===== src/rtl/debounce_scheduler_if.sv =====
// Key-scan bus between the debounce scheduler and the user logic.
// The scheduler takes the slave side: it reads enable and the raw keys and
// drives the debounced level, the press/release pulses and the scan status.
interface debounce_scheduler_if #(
   parameter int NUM_KEYS = 4
);
   localparam int IDX_W = $clog2(NUM_KEYS);

   logic                enable;
   logic [NUM_KEYS-1:0] key_in;
   logic [NUM_KEYS-1:0] key_level;
   logic [NUM_KEYS-1:0] key_press;
   logic [NUM_KEYS-1:0] key_release;
   logic                scan_tick;
   logic [IDX_W-1:0]    scan_idx;

   modport master (
      output enable,
      output key_in,
      input  key_level,
      input  key_press,
      input  key_release,
      input  scan_tick,
      input  scan_idx
   );

   modport slave (
      input  enable,
      input  key_in,
      output key_level,
      output key_press,
      output key_release,
      output scan_tick,
      output scan_idx
   );
endinterface


===== src/rtl/debounce_scheduler.sv =====
// Multi-key debounce controller. One shared divider produces a service tick;
// each tick services one channel in round-robin order, so every key is
// sampled at SAMPLE_FREQ. A channel accepts a level change only after
// STABLE_N consecutive equal samples.
// Build option: define DEBOUNCE_REPEAT_EN to add per-key auto-repeat of
// key_press every REPEAT_SAMPLES all-ones services while a key is held.
//
// state       | meaning
// ------------+--------------------------------------------------
// ST_RELEASED | debounced level 0, waiting for STABLE_N ones
// ST_PRESSED  | debounced level 1, waiting for STABLE_N zeros
module debounce_scheduler #(
   parameter int SYS_CLK_FREQ   = 100_000_000,
   parameter int SAMPLE_FREQ    = 1_000,
   parameter int NUM_KEYS       = 4,
   parameter int STABLE_N       = 8,
   parameter int REPEAT_SAMPLES = 64
) (
   input  logic                  sys_clk,
   input  logic                  sys_rst_n,
   debounce_scheduler_if.slave   kbus
);

   localparam int CNT_MAX = SYS_CLK_FREQ / (SAMPLE_FREQ * NUM_KEYS);
   localparam int CNT_W   = (CNT_MAX < 2) ? 1 : $clog2(CNT_MAX);
   localparam int IDX_W   = $clog2(NUM_KEYS);

   localparam logic [CNT_W-1:0] CNT_LAST = CNT_W'(CNT_MAX - 1);
   localparam logic [IDX_W-1:0] IDX_LAST = IDX_W'(NUM_KEYS - 1);

   generate
      if (CNT_MAX < 2) begin : g_bad_cnt_max
         $error("debounce_scheduler: divider ratio below 2, sample rate too high");
      end
      if (NUM_KEYS < 2 || NUM_KEYS > 16) begin : g_bad_num_keys
         $error("debounce_scheduler: NUM_KEYS must be 2..16");
      end
      if (STABLE_N < 2 || STABLE_N > 32) begin : g_bad_stable_n
         $error("debounce_scheduler: STABLE_N must be 2..32");
      end
      if (REPEAT_SAMPLES < 1) begin : g_bad_repeat
         $error("debounce_scheduler: REPEAT_SAMPLES must be at least 1");
      end
   endgenerate

   typedef enum logic {
      ST_RELEASED = 1'b0,
      ST_PRESSED  = 1'b1
   } key_state_t;

   logic [CNT_W-1:0]    div_cnt_q;
   logic                scan_tick_q;
   logic [IDX_W-1:0]    scan_idx_q;
   logic [NUM_KEYS-1:0] sync1_q;
   logic [NUM_KEYS-1:0] sync2_q;
   logic [STABLE_N-1:0] sr_q [NUM_KEYS];
   key_state_t          ch_state_q [NUM_KEYS];
   logic [NUM_KEYS-1:0] key_level_q;
   logic [NUM_KEYS-1:0] key_press_q;
   logic [NUM_KEYS-1:0] key_release_q;

   logic [STABLE_N-1:0] svc_sr;
   logic                svc_ones;
   logic                svc_zeros;

`ifdef DEBOUNCE_REPEAT_EN
   localparam int RPT_W = (REPEAT_SAMPLES < 2) ? 1 : $clog2(REPEAT_SAMPLES);
   localparam logic [RPT_W-1:0] RPT_LAST = RPT_W'(REPEAT_SAMPLES - 1);

   logic [RPT_W-1:0]    rpt_cnt_q [NUM_KEYS];
`endif

   // Shared tick divider; disabling clears it so a restart always waits a full period.
   always_ff @(posedge sys_clk or negedge sys_rst_n) begin
      if (!sys_rst_n) begin
         div_cnt_q   <= '0;
         scan_tick_q <= 1'b0;
      end else if (!kbus.enable) begin
         div_cnt_q   <= '0;
         scan_tick_q <= 1'b0;
      end else if (div_cnt_q == CNT_LAST) begin
         div_cnt_q   <= '0;
         scan_tick_q <= 1'b1;
      end else begin
         div_cnt_q   <= div_cnt_q + CNT_W'(1);
         scan_tick_q <= 1'b0;
      end
   end

   // Two-flop synchronizer for the asynchronous raw key levels.
   always_ff @(posedge sys_clk or negedge sys_rst_n) begin
      if (!sys_rst_n) begin
         sync1_q <= '0;
         sync2_q <= '0;
      end else begin
         sync1_q <= kbus.key_in;
         sync2_q <= sync1_q;
      end
   end

   // Shift history of the channel being serviced, including the new sample.
   always_comb begin
      svc_sr    = '0;
      svc_sr    = {sr_q[scan_idx_q][STABLE_N-2:0], sync2_q[scan_idx_q]};
      svc_ones  = &svc_sr;
      svc_zeros = ~|svc_sr;
   end

   // Round-robin service: shift the sample in, advance the channel FSM, pulse outputs.
   always_ff @(posedge sys_clk or negedge sys_rst_n) begin
      if (!sys_rst_n) begin
         scan_idx_q    <= '0;
         key_level_q   <= '0;
         key_press_q   <= '0;
         key_release_q <= '0;
         for (int k = 0; k < NUM_KEYS; k++) begin
            sr_q[k]       <= '0;
            ch_state_q[k] <= ST_RELEASED;
`ifdef DEBOUNCE_REPEAT_EN
            rpt_cnt_q[k]  <= '0;
`endif
         end
      end else begin
         key_press_q   <= '0;
         key_release_q <= '0;
         if (scan_tick_q) begin
            sr_q[scan_idx_q] <= svc_sr;
            scan_idx_q       <= (scan_idx_q == IDX_LAST) ? '0 : scan_idx_q + IDX_W'(1);
            if (ch_state_q[scan_idx_q] == ST_RELEASED) begin
               if (svc_ones) begin
                  ch_state_q[scan_idx_q]  <= ST_PRESSED;
                  key_level_q[scan_idx_q] <= 1'b1;
                  key_press_q[scan_idx_q] <= 1'b1;
`ifdef DEBOUNCE_REPEAT_EN
                  rpt_cnt_q[scan_idx_q]   <= '0;
`endif
               end
            end else begin
               if (svc_zeros) begin
                  ch_state_q[scan_idx_q]    <= ST_RELEASED;
                  key_level_q[scan_idx_q]   <= 1'b0;
                  key_release_q[scan_idx_q] <= 1'b1;
`ifdef DEBOUNCE_REPEAT_EN
                  rpt_cnt_q[scan_idx_q]     <= '0;
               end else if (svc_ones) begin
                  // Held key: every REPEAT_SAMPLES-th all-ones service re-fires key_press.
                  if (rpt_cnt_q[scan_idx_q] == RPT_LAST) begin
                     rpt_cnt_q[scan_idx_q]   <= '0;
                     key_press_q[scan_idx_q] <= 1'b1;
                  end else begin
                     rpt_cnt_q[scan_idx_q] <= rpt_cnt_q[scan_idx_q] + RPT_W'(1);
                  end
`endif
               end
            end
         end
      end
   end

   assign kbus.scan_tick   = scan_tick_q;
   assign kbus.scan_idx    = scan_idx_q;
   assign kbus.key_level   = key_level_q;
   assign kbus.key_press   = key_press_q;
   assign kbus.key_release = key_release_q;

endmodule


===== src/flat_wrapper.sv =====
// flat-port wrapper written by rule: the top's interface ports become plain ports
module debounce_scheduler_flat 
#(
   parameter int SYS_CLK_FREQ   = 100_000_000,
   parameter int SAMPLE_FREQ    = 1_000,
   parameter int NUM_KEYS       = 4,
   parameter int STABLE_N       = 8,
   parameter int REPEAT_SAMPLES = 64
)
  (sys_clk, sys_rst_n, kbus_enable, kbus_key_in, kbus_key_level, kbus_key_press, kbus_key_release, kbus_scan_tick, kbus_scan_idx);
  debounce_scheduler_if #(.NUM_KEYS(NUM_KEYS)) kbus_i ();
  input  logic sys_clk;
  input  logic sys_rst_n;
  input wire logic [$bits(kbus_i.enable)-1:0] kbus_enable;
  input wire logic [$bits(kbus_i.key_in)-1:0] kbus_key_in;
  output wire logic [$bits(kbus_i.key_level)-1:0] kbus_key_level;
  output wire logic [$bits(kbus_i.key_press)-1:0] kbus_key_press;
  output wire logic [$bits(kbus_i.key_release)-1:0] kbus_key_release;
  output wire logic [$bits(kbus_i.scan_tick)-1:0] kbus_scan_tick;
  output wire logic [$bits(kbus_i.scan_idx)-1:0] kbus_scan_idx;
  assign kbus_i.enable = kbus_enable;
  assign kbus_i.key_in = kbus_key_in;
  assign kbus_key_level = kbus_i.key_level;
  assign kbus_key_press = kbus_i.key_press;
  assign kbus_key_release = kbus_i.key_release;
  assign kbus_scan_tick = kbus_i.scan_tick;
  assign kbus_scan_idx = kbus_i.scan_idx;
  debounce_scheduler #(.SYS_CLK_FREQ(SYS_CLK_FREQ), .SAMPLE_FREQ(SAMPLE_FREQ), .NUM_KEYS(NUM_KEYS), .STABLE_N(STABLE_N), .REPEAT_SAMPLES(REPEAT_SAMPLES)) u_core (.sys_clk(sys_clk), .sys_rst_n(sys_rst_n), .kbus(kbus_i));
endmodule

===== config.mk =====
export PLATFORM = sky130hd
export DESIGN_NAME = debounce_scheduler_flat
export DESIGN_NICKNAME = d
export VERILOG_FILES = /design/src/rtl/debounce_scheduler_if.sv /design/src/rtl/debounce_scheduler.sv /design/src/flat_wrapper.sv
export SDC_FILE = /design/constraint.sdc
export NUM_CORES = 1
export LEC_CHECK = 0
export CAP_MARGIN = 20
export CORE_MARGIN = 2
export CORE_UTILIZATION = 50
export CTS_BUF_LIST = sky130_fd_sc_hd__clkbuf_16
export DETAILED_ROUTE_END_ITERATION = 8
export GPL_TIMING_DRIVEN = 0
export PLACE_DENSITY = 0.7
export SYNTH_ARGS = -nofsm -noshare
export SYNTH_HDL_FRONTEND = slang
export SYNTH_SLANG_ARGS = --single-unit

===== constraint.sdc =====
create_clock -name sys_clk -period 2.45 [get_ports sys_clk]
set_input_delay 0.49 -clock sys_clk [delete_from_list [all_inputs] [get_ports sys_clk]]
set_output_delay 0.49 -clock sys_clk [all_outputs]
set_load 0.1 [all_outputs]

# Yosys cells after proc, flatten, opt, wreduce, memory -nomap -nowiden
# Index checks and enable logic that the tools add are counted.
[totals]
register_bits = 74
[classes]
bitwise_logic = 7
add_sub_neg = 2
n_reduce_logical = 6
mux = 32
order_cmp = 4
eq_ne = 3
[ops]
columns = ["operator", "count"]
rows = [
  ["$mux W4", 12],
  ["$bwmux W32", 1],
  ["$mux W15", 2],
  ["$bmux W8 S2", 1],
  ["$demux W8 S2", 1],
  ["$add A15 B1 Y15 const B", 1],
  ["$eq A15 B15 Y1 const B", 1],
  ["$mux W7", 2],
  ["$and A4 B4 Y4", 2],
  ["$mux W8", 1],
  ["$not A4 Y4", 2],
  ["$or A4 B4 Y4", 2],
  ["$reduce_and A8 Y1", 1],
  ["$reduce_or A8 Y1", 1],
  ["$mux W1", 7],
  ["$bmux W1 S2", 2],
  ["$demux W1 S2", 2],
  ["$ge A3 B3 Y1 const B", 1],
  ["$lt A2 B3 Y1 const B", 1],
  ["$lt A3 B1 Y1 const B", 1],
  ["$not A2 Y3", 1],
  ["$reduce_and A3 Y1", 1],
  ["$add A2 B1 Y2 const B", 1],
  ["$eq A2 B2 Y1 const B", 1],
  ["5 further kinds", 6],
]

# Depth between registers and ports, before layout
# Gate-level depths: netlist (run 1).
[depth]
depth_word = 9
depth_mapped = 6
mapped_depth_nobuf = 5

# Worst setup path before layout (run 1)
# No wires, ideal clock.
[synth_path]
kind = "reg-to-reg"
from = "register u_core.scan_idx_q[0], in the netlist u_core.kbus.scan_idx[0]"
to = "register with a tool-made name"
setup_slack_ns = -0.126
stages_incl_launch_ff = 6
t_arrival_ns = 2.451
setup_time_ns = 0.125
synth_period_minus_slack_ns = 2.576
cell_sequence = "dfrtp_1 > buf_6 > mux4_2 > nor4b_4 > nand3_4 > o22a_1"
[synth_rtl]
columns = ["item", "line_no", "rtl"]
rows = [
  ["start, declared", "debounce_scheduler.sv:53", "logic [IDX_W-1:0] scan_idx_q;"],
  ["start signal, assigned", "debounce_scheduler.sv:128", "scan_idx_q <= (scan_idx_q == IDX_LAST) ? '0 : scan_idx_q + IDX_W'(1);"],
]

# Worst setup path in the final report (run 1)
[layout_path]
from = "register u_core.scan_idx_q[1], in the netlist u_core.kbus.scan_idx[1]"
to = "output kbus_scan_idx[1]"
[layout_rtl]
columns = ["item", "line_no", "rtl"]
rows = [
  ["end, declared", "flat_wrapper.sv:20", "output wire logic [$bits(kbus_i.scan_idx)-1:0] kbus_scan_idx;"],
]
# No word-level cell between the ends.

==> qor.csv, run 1 <==
metric;value;unit
clock-sinks;66;
via_count;1750;
crit_required;1.96;ns
fmax;422;MHz
dr.pass1.iters;4;
synth_edf_count;0;
rsz0062_at_grt;false;
cts_resized;0;
routedWlPerCell;15.6;µm
grt_overflow;0;
die_h;79.4;µm
n_antenna_cell;0;
crit_path_max_incr_delay;1.15;ns
gp_congestion;0.822;
dieArea;6300;µm²
maxCapViolations;0;
area_growth;19.4;%
setup.worst_path.start_class;flop;
clk_pin_slew_worst_paths;0.05;ns
ys_types;29;
outcome;finished clean;
crit_family;buffers and inverters;
synthTopCellsByCount;dfrtp_1, mux2_2, nand2_1, nor2_1, nand3_1;
drt_iter0_drc;103;
crit_buf_inv;1;
hold_viol_final;0;
core;5510;µm²
critPathKind;flop to primary output;
async_flop_share;100;%
worst_slew_pin_slew;0.967;ns
yosysMostFrequentCell;dfrtp_1;
leakagePower;1.57;nW
grt_pass1_vias;1753;
crit_fanout;4;
ys_seq_elements;66;
min_path_type;input port to async pin;
cts_buffers;9;
cts_hold_buf;0;
ant_nets;0;
hold_slack;0.256;ns
die_w;79.4;µm
initial_utilization;51.6;%
fillers;426;
postSynthCellCount;208;
io-pin-count;22;
antenna_found_initial;0;
worstPathCellList;clkdlybuf4s50_1;
setup_viol;0;
vdd_ir_drop_max;0.000440;V
htreeDepth;3;
clock_latency;0.33;ns
cts_root_buffer;clkbuf_16;
groute.usage.overall;18.6;%
clock_skew;0.00508;ns
synth_nets;220;
synth_area;2840;µm²
min_period;2.37;ns
grt_pass1_wl;8650;µm
drv_slew;0;
cts_tree;done;
drive_gt1_share;21.7;%
post-synth-top-area-cell;dfrtp_1;
synth.top_cell.area_share;58.1;%
syn_area_per_cell;13.7;µm²
tns;0;ns
synthFlopType;dfrtp_1;
cts_setup_buffers;0;
cp.arrival;1.88;ns
ys.warnings.count;0;
dp_hpwl;3140;µm
drc;0;
finalCritPeriodShare;96.6;%
cp-end-kind;primary output;
wirelength;4930;µm
viasPerCell;5.54;
cp_slowest_cell;clkdlybuf4s50_1;
port_buffers;21;
power_density;668;nW/µm²
grt_max_degree;67;
core.rowCount;27;
yosysSeqAreaShare;58.1;%
cts.path.max_buffers;2;
final_nets;252;
relSlewSlack;35.4;%
synth_area_leaders;dfrtp_1, mux2_2, mux4_2;
worst paths after layout:
| kind | startpoint | depth (start not counted) | endpoint | slack, ns |
|---|---|---|---|---|
| max reg2reg | u_core.kbus.scan_idx[0] | 5 | flop | 0.41 |
| min reg2reg | u_core.sync1_q[3] | 0 | u_core.sync2_q[3] | 0.35 |
| max | u_core.kbus.scan_idx[1] | 1 | kbus_scan_idx[1] | 0.08 |
| min in group sys_clk | u_core.sync1_q[3] | 0 | u_core.sync2_q[3] | 0.35 |
| min | sys_rst_n | 1 | async pin | 0.26 |
| max in group asynchronous | sys_rst_n | 1 | u_core.kbus.scan_idx[0] | 1.63 |
registers in the layout, summed over array words and instances, names as in the netlist, named ones only:
register / flops
u_core.sr_q: 28
u_core.kbus.key_press: 4
u_core.div_cnt_q: 15
u_core.kbus.scan_idx: 2
u_core.sync2_q: 4
u_core.sync1_q: 4
u_core.kbus.key_release: 4
u_core.kbus.scan_tick: 1
worst register-to-register path, cell delays in order (launching register included):
cell     delay [ns]
dfrtp_2        0.40
buf_6          0.19
mux4_1         0.74
nor2_1         0.24
nand3_4        0.14
o22a_1         0.23
metal layers:
layer / track usage, % / vias up / share of wire (%)
met4: 10.3 / 0 / 2.5
met5: 0 / - / 0
met2: 26.3 / 37 / 45
met3: 5.43 / 10 / 3.9
met1: 25.9 / 888 / 49
li1: - / 815 / -
stage by stage:
stage                     util (%)  setup WS (ns)  total power [W]  instances  instance area [µm²]
after floorplan                  -         0.0321          0.00116        208                 2840
after global placement        57.1          -1.49          0.00120        301                 3140
after detailed placement      57.0          0.391          0.00120        301                 3140
after CTS                     61.6         0.0681          0.00229        316                 3390
after global routing          61.6         0.0386          0.00235        316                 3390
final                         61.6         0.0822          0.00227        316                 3390
layout make-up:
type,instances,area [µm²],area share [%]
clock inverters,6,27.5,0.812
plain buffers,5,36.3,1.07
clock buffers,9,225,6.64
repair buffers,21,208,6.12
flip-flops and latches,66,1650,48.7
well taps,72,90.1,2.66
multi-input cells,133,1140,33.5
inverters,4,15.0,0.443
kinds of logic after synthesis:
group / Yosys count / synth area share [%]
xor gates and xnor gates: 9 / 2.78
and+or+nand+nor: 72 / 15.2
adders and majority gates: 5 / 2.20
buffers and inverters: 9 / 1.81
muxes: 33 / 16.9
DFF: 66 / 58.1
AOI/OAI and AO/OA: 14 / 3.00
power breakdown:
part / internal [W] / switching [W]
clock network: 0.000660 / 0.000427
registers: 0.00110 / 0.00000606
logic: 0.0000231 / 0.0000461
cells in the final DEF, fill, tap and decap left out, types with 4 or more instances in the layout:
master / instances
a21oi_1: 4
clkbuf_16: 9
clkdlybuf4s50_1: 20
dfrtp_1: 65
ha_1: 5
inv_1: 6
mux2_2: 24
mux4_2: 7
nand2_1: 20
nand3_1: 10
nand4_1: 5
nor2_1: 16
nor4_2: 4
o21ai_0: 6
o22a_1: 4
or3_1: 4
xor2_1: 8
(Power assumes the default switching activity.)
==> run 2: changes to the inputs <==
Settings changed: PLACE_DENSITY 0.7 to 0.78, REMOVE_ABC_BUFFERS set to 1.
==> run 2 against run 1 <==
  * Combinational power fell by 13%
  * Die area stayed put
  * Final cell count shrank 1.6%
  * Worst setup slack better by 0.011 ns
  * Critical endpoint is now kbus_key_level[3]
  * Core utilization fell by 0.34 points
  * Sequential power barely moved
  * Clock power up 9%
  * Register-to-register slack lost 0.08 ns
  * Critical path type unchanged
  * Global-route usage shrank 0.43 points
==> qor.csv, run 2 (synthesis results as in run 1) <==
metric;value;unit;change
drc;0;;unchanged
clock_latency;0.33;ns;about the same
p_comb_share;2.6;%;-0.5 points
switching_share;20.1;%;-1.0 points
final_common_cell;dfrtp_1;;
min_path_type;input port to async pin;;
min_period;2.36;ns;-0.0105 ns
drv_slew;0;;unchanged
relSlewSlack;35.2;%;-0.19 points
pwr-share-seq;47.1;%;-1.9 points
crit_path_max_incr_delay;1.15;ns;about the same
rsz0062_at_grt;false;;
fillers;423;;-0.70%
hold_viol_final;0;;unchanged
groute.usage.overall;18.2;%;-0.43 points
gp_congestion;0.754;;-8.3%
final_nets;247;;-2.0%
fmax;424;MHz;+0.45%
routedWlPerCell;16.0;µm;+2.4%
clock-sinks;66;;unchanged
crit_buf_inv;1;;unchanged
crit_required;1.96;ns;about the same
fin_total_pwr;0.00236;W;+4.3%
worstPathCellList;clkdlybuf4s50_1;;
n_antenna_cell;0;;unchanged
drive_gt1_share;22.2;%;+0.45 points
die_h;79.4;µm;unchanged
setup.worst_path.start_class;flop;;
antenna_found_initial;0;;unchanged
worst_slew_pin_slew;0.969;ns;+0.00281 ns
cp-end-kind;primary output;;
crit_family;buffers and inverters;;
finalCritPeriodShare;96.2;%;-0.43 points
wirelength;4960;µm;+0.73%
cts_tree;done;;
grt_overflow;0;;unchanged
dr.pass1.iters;4;;unchanged
viasPerCell;5.57;;+0.50%
ant_nets;0;;unchanged
regArea;1650;µm²;unchanged
cts_setup_buffers;0;;unchanged
vdd_ir_drop_max;0.000411;V;-6.6%
power_density;701;nW/µm²;+4.9%
r2r_start;u_core.kbus.scan_idx[0];;
dp_hpwl;3070;µm;-2.3%
core;5510;µm²;unchanged
initial_utilization;51.6;%;unchanged
grt_max_degree;67;;unchanged
largestRegisters;u_core.sr_q x28, u_core.div_cnt_q x15;;
clock_skew;0.00621;ns;+0.00113 ns
area_growth;18.8;%;
p_clk_share;50.3;%;+2.3 points
critPathKind;flop to primary output;;
cts_buffers;9;;unchanged
die_w;79.4;µm;unchanged
largest_reg_flops;28;;unchanged
port_buffers;21;;unchanged
setup_viol;0;;unchanged
via_count;1731;;-1.1%
cp.arrival;1.87;ns;about the same
cts_hold_buf;0;;unchanged
power.net_switching;0.000476;W;-0.65%
cts_root_buffer;clkbuf_16;;
multi_input_area;1140;µm²;unchanged
htreeDepth;3;;unchanged
grt_pass1_wl;8380;µm;-3.1%
crit_fanout;3;;-1
io-pin-count;22;;unchanged
clk_pin_slew_worst_paths;0.05;ns;about the same
fin_util;61.3;%;-0.34 points
maxCapViolations;0;;unchanged
power.internal;0.00189;W;+5.6%
regMostFlops;u_core.sr_q;;
outcome;finished clean;;
cts.path.max_buffers;2;;unchanged
leakagePower;1.57;nW;about the same
cp_slowest_cell;clkdlybuf4s50_1;;
mostFrequentLayoutCells;dfrtp_1, mux2_2, nand2_1;;
core.rowCount;27;;unchanged
drt_iter0_drc;91;;-12%
grt_pass1_vias;1731;;-1.3%
dieArea;6300;µm²;unchanged
[run 2: cell types whose count changed in the layout (fill, tap and decap cells not counted), sizes merged]
cell           delta
buf               -1
bufinv            +1
clkbuf            -3
clkdlybuf4s15     +1
clkdlybuf4s50     -3
clkinv            +1
clkinvlp          -1
dlygate4sd2       +1
inv               -1
[run 2: timing repair]
item | CTS | global route
gates resized for setup | 6 | 2
hold endpoints to repair | 0 | 0
setup endpoints to repair | 3 | 4
[run 2: power groups by stage]
stage	Clock [W]	Combinational [W]	Sequential, W
floorplan	0	0.0000206	0.00114
global placement	0	0.0000622	0.00113
detailed placement	0	0.0000627	0.00113
CTS	0.00121	0.0000629	0.00111
global route	0.00125	0.0000698	0.00111
finish	0.00119	0.0000604	0.00111
[run 2: per-layer routing]
metal	GRT usage, %	part of all wire (%)	vias up	routed length, µm
met5	0	0	-	0
met4	12.2	2.3	0	116
met3	3.85	3.5	10	175
met2	26.9	47	42	2340
met1	24.4	47	872	2330
li1	-	-	807	-
[run 2: path summary, 6_finish.rpt]
kind / end / slack (ns) / cells after the start
setup / recovery: kbus_key_level[3] / 0.09 / 1
setup reg to reg: flop / 0.33 / 4
hold reg to reg: u_core.sync2_q[0] / 0.34 / 0
hold / removal: u_core.sr_q[26] / 0.26 / 1
max in group asynchronous: u_core.kbus.scan_idx[0] / 1.63 / 1
min in group sys_clk: u_core.sync2_q[0] / 0.34 / 0
[run 2: layout make-up]
cell class | count | area share (%)
Inverter | 4 | 0.445
Timing Repair Buffer | 21 | 6.01
Clock inverter | 6 | 1.48
Clock buffer | 9 | 6.68
Tap cell | 72 | 2.67
Multi-Input combinational cell | 133 | 33.7
Sequential cell | 66 | 49.0
[run 2: metrics by stage]
step	cells	setup slack, ns	instance area [µm²]	hold slack [ns]	setup TNS [ns]
after floorplan	203	-0.255	2800	0.194	-1.30
after global routing	311	0.0719	3370	0.326	0
after CTS	311	0.00528	3380	0.291	0
final	311	0.0927	3370	0.262	0
after detailed placement	296	-0.108	3100	0.336	-0.108
after global placement	296	-1.19	3100	0.332	-78.31
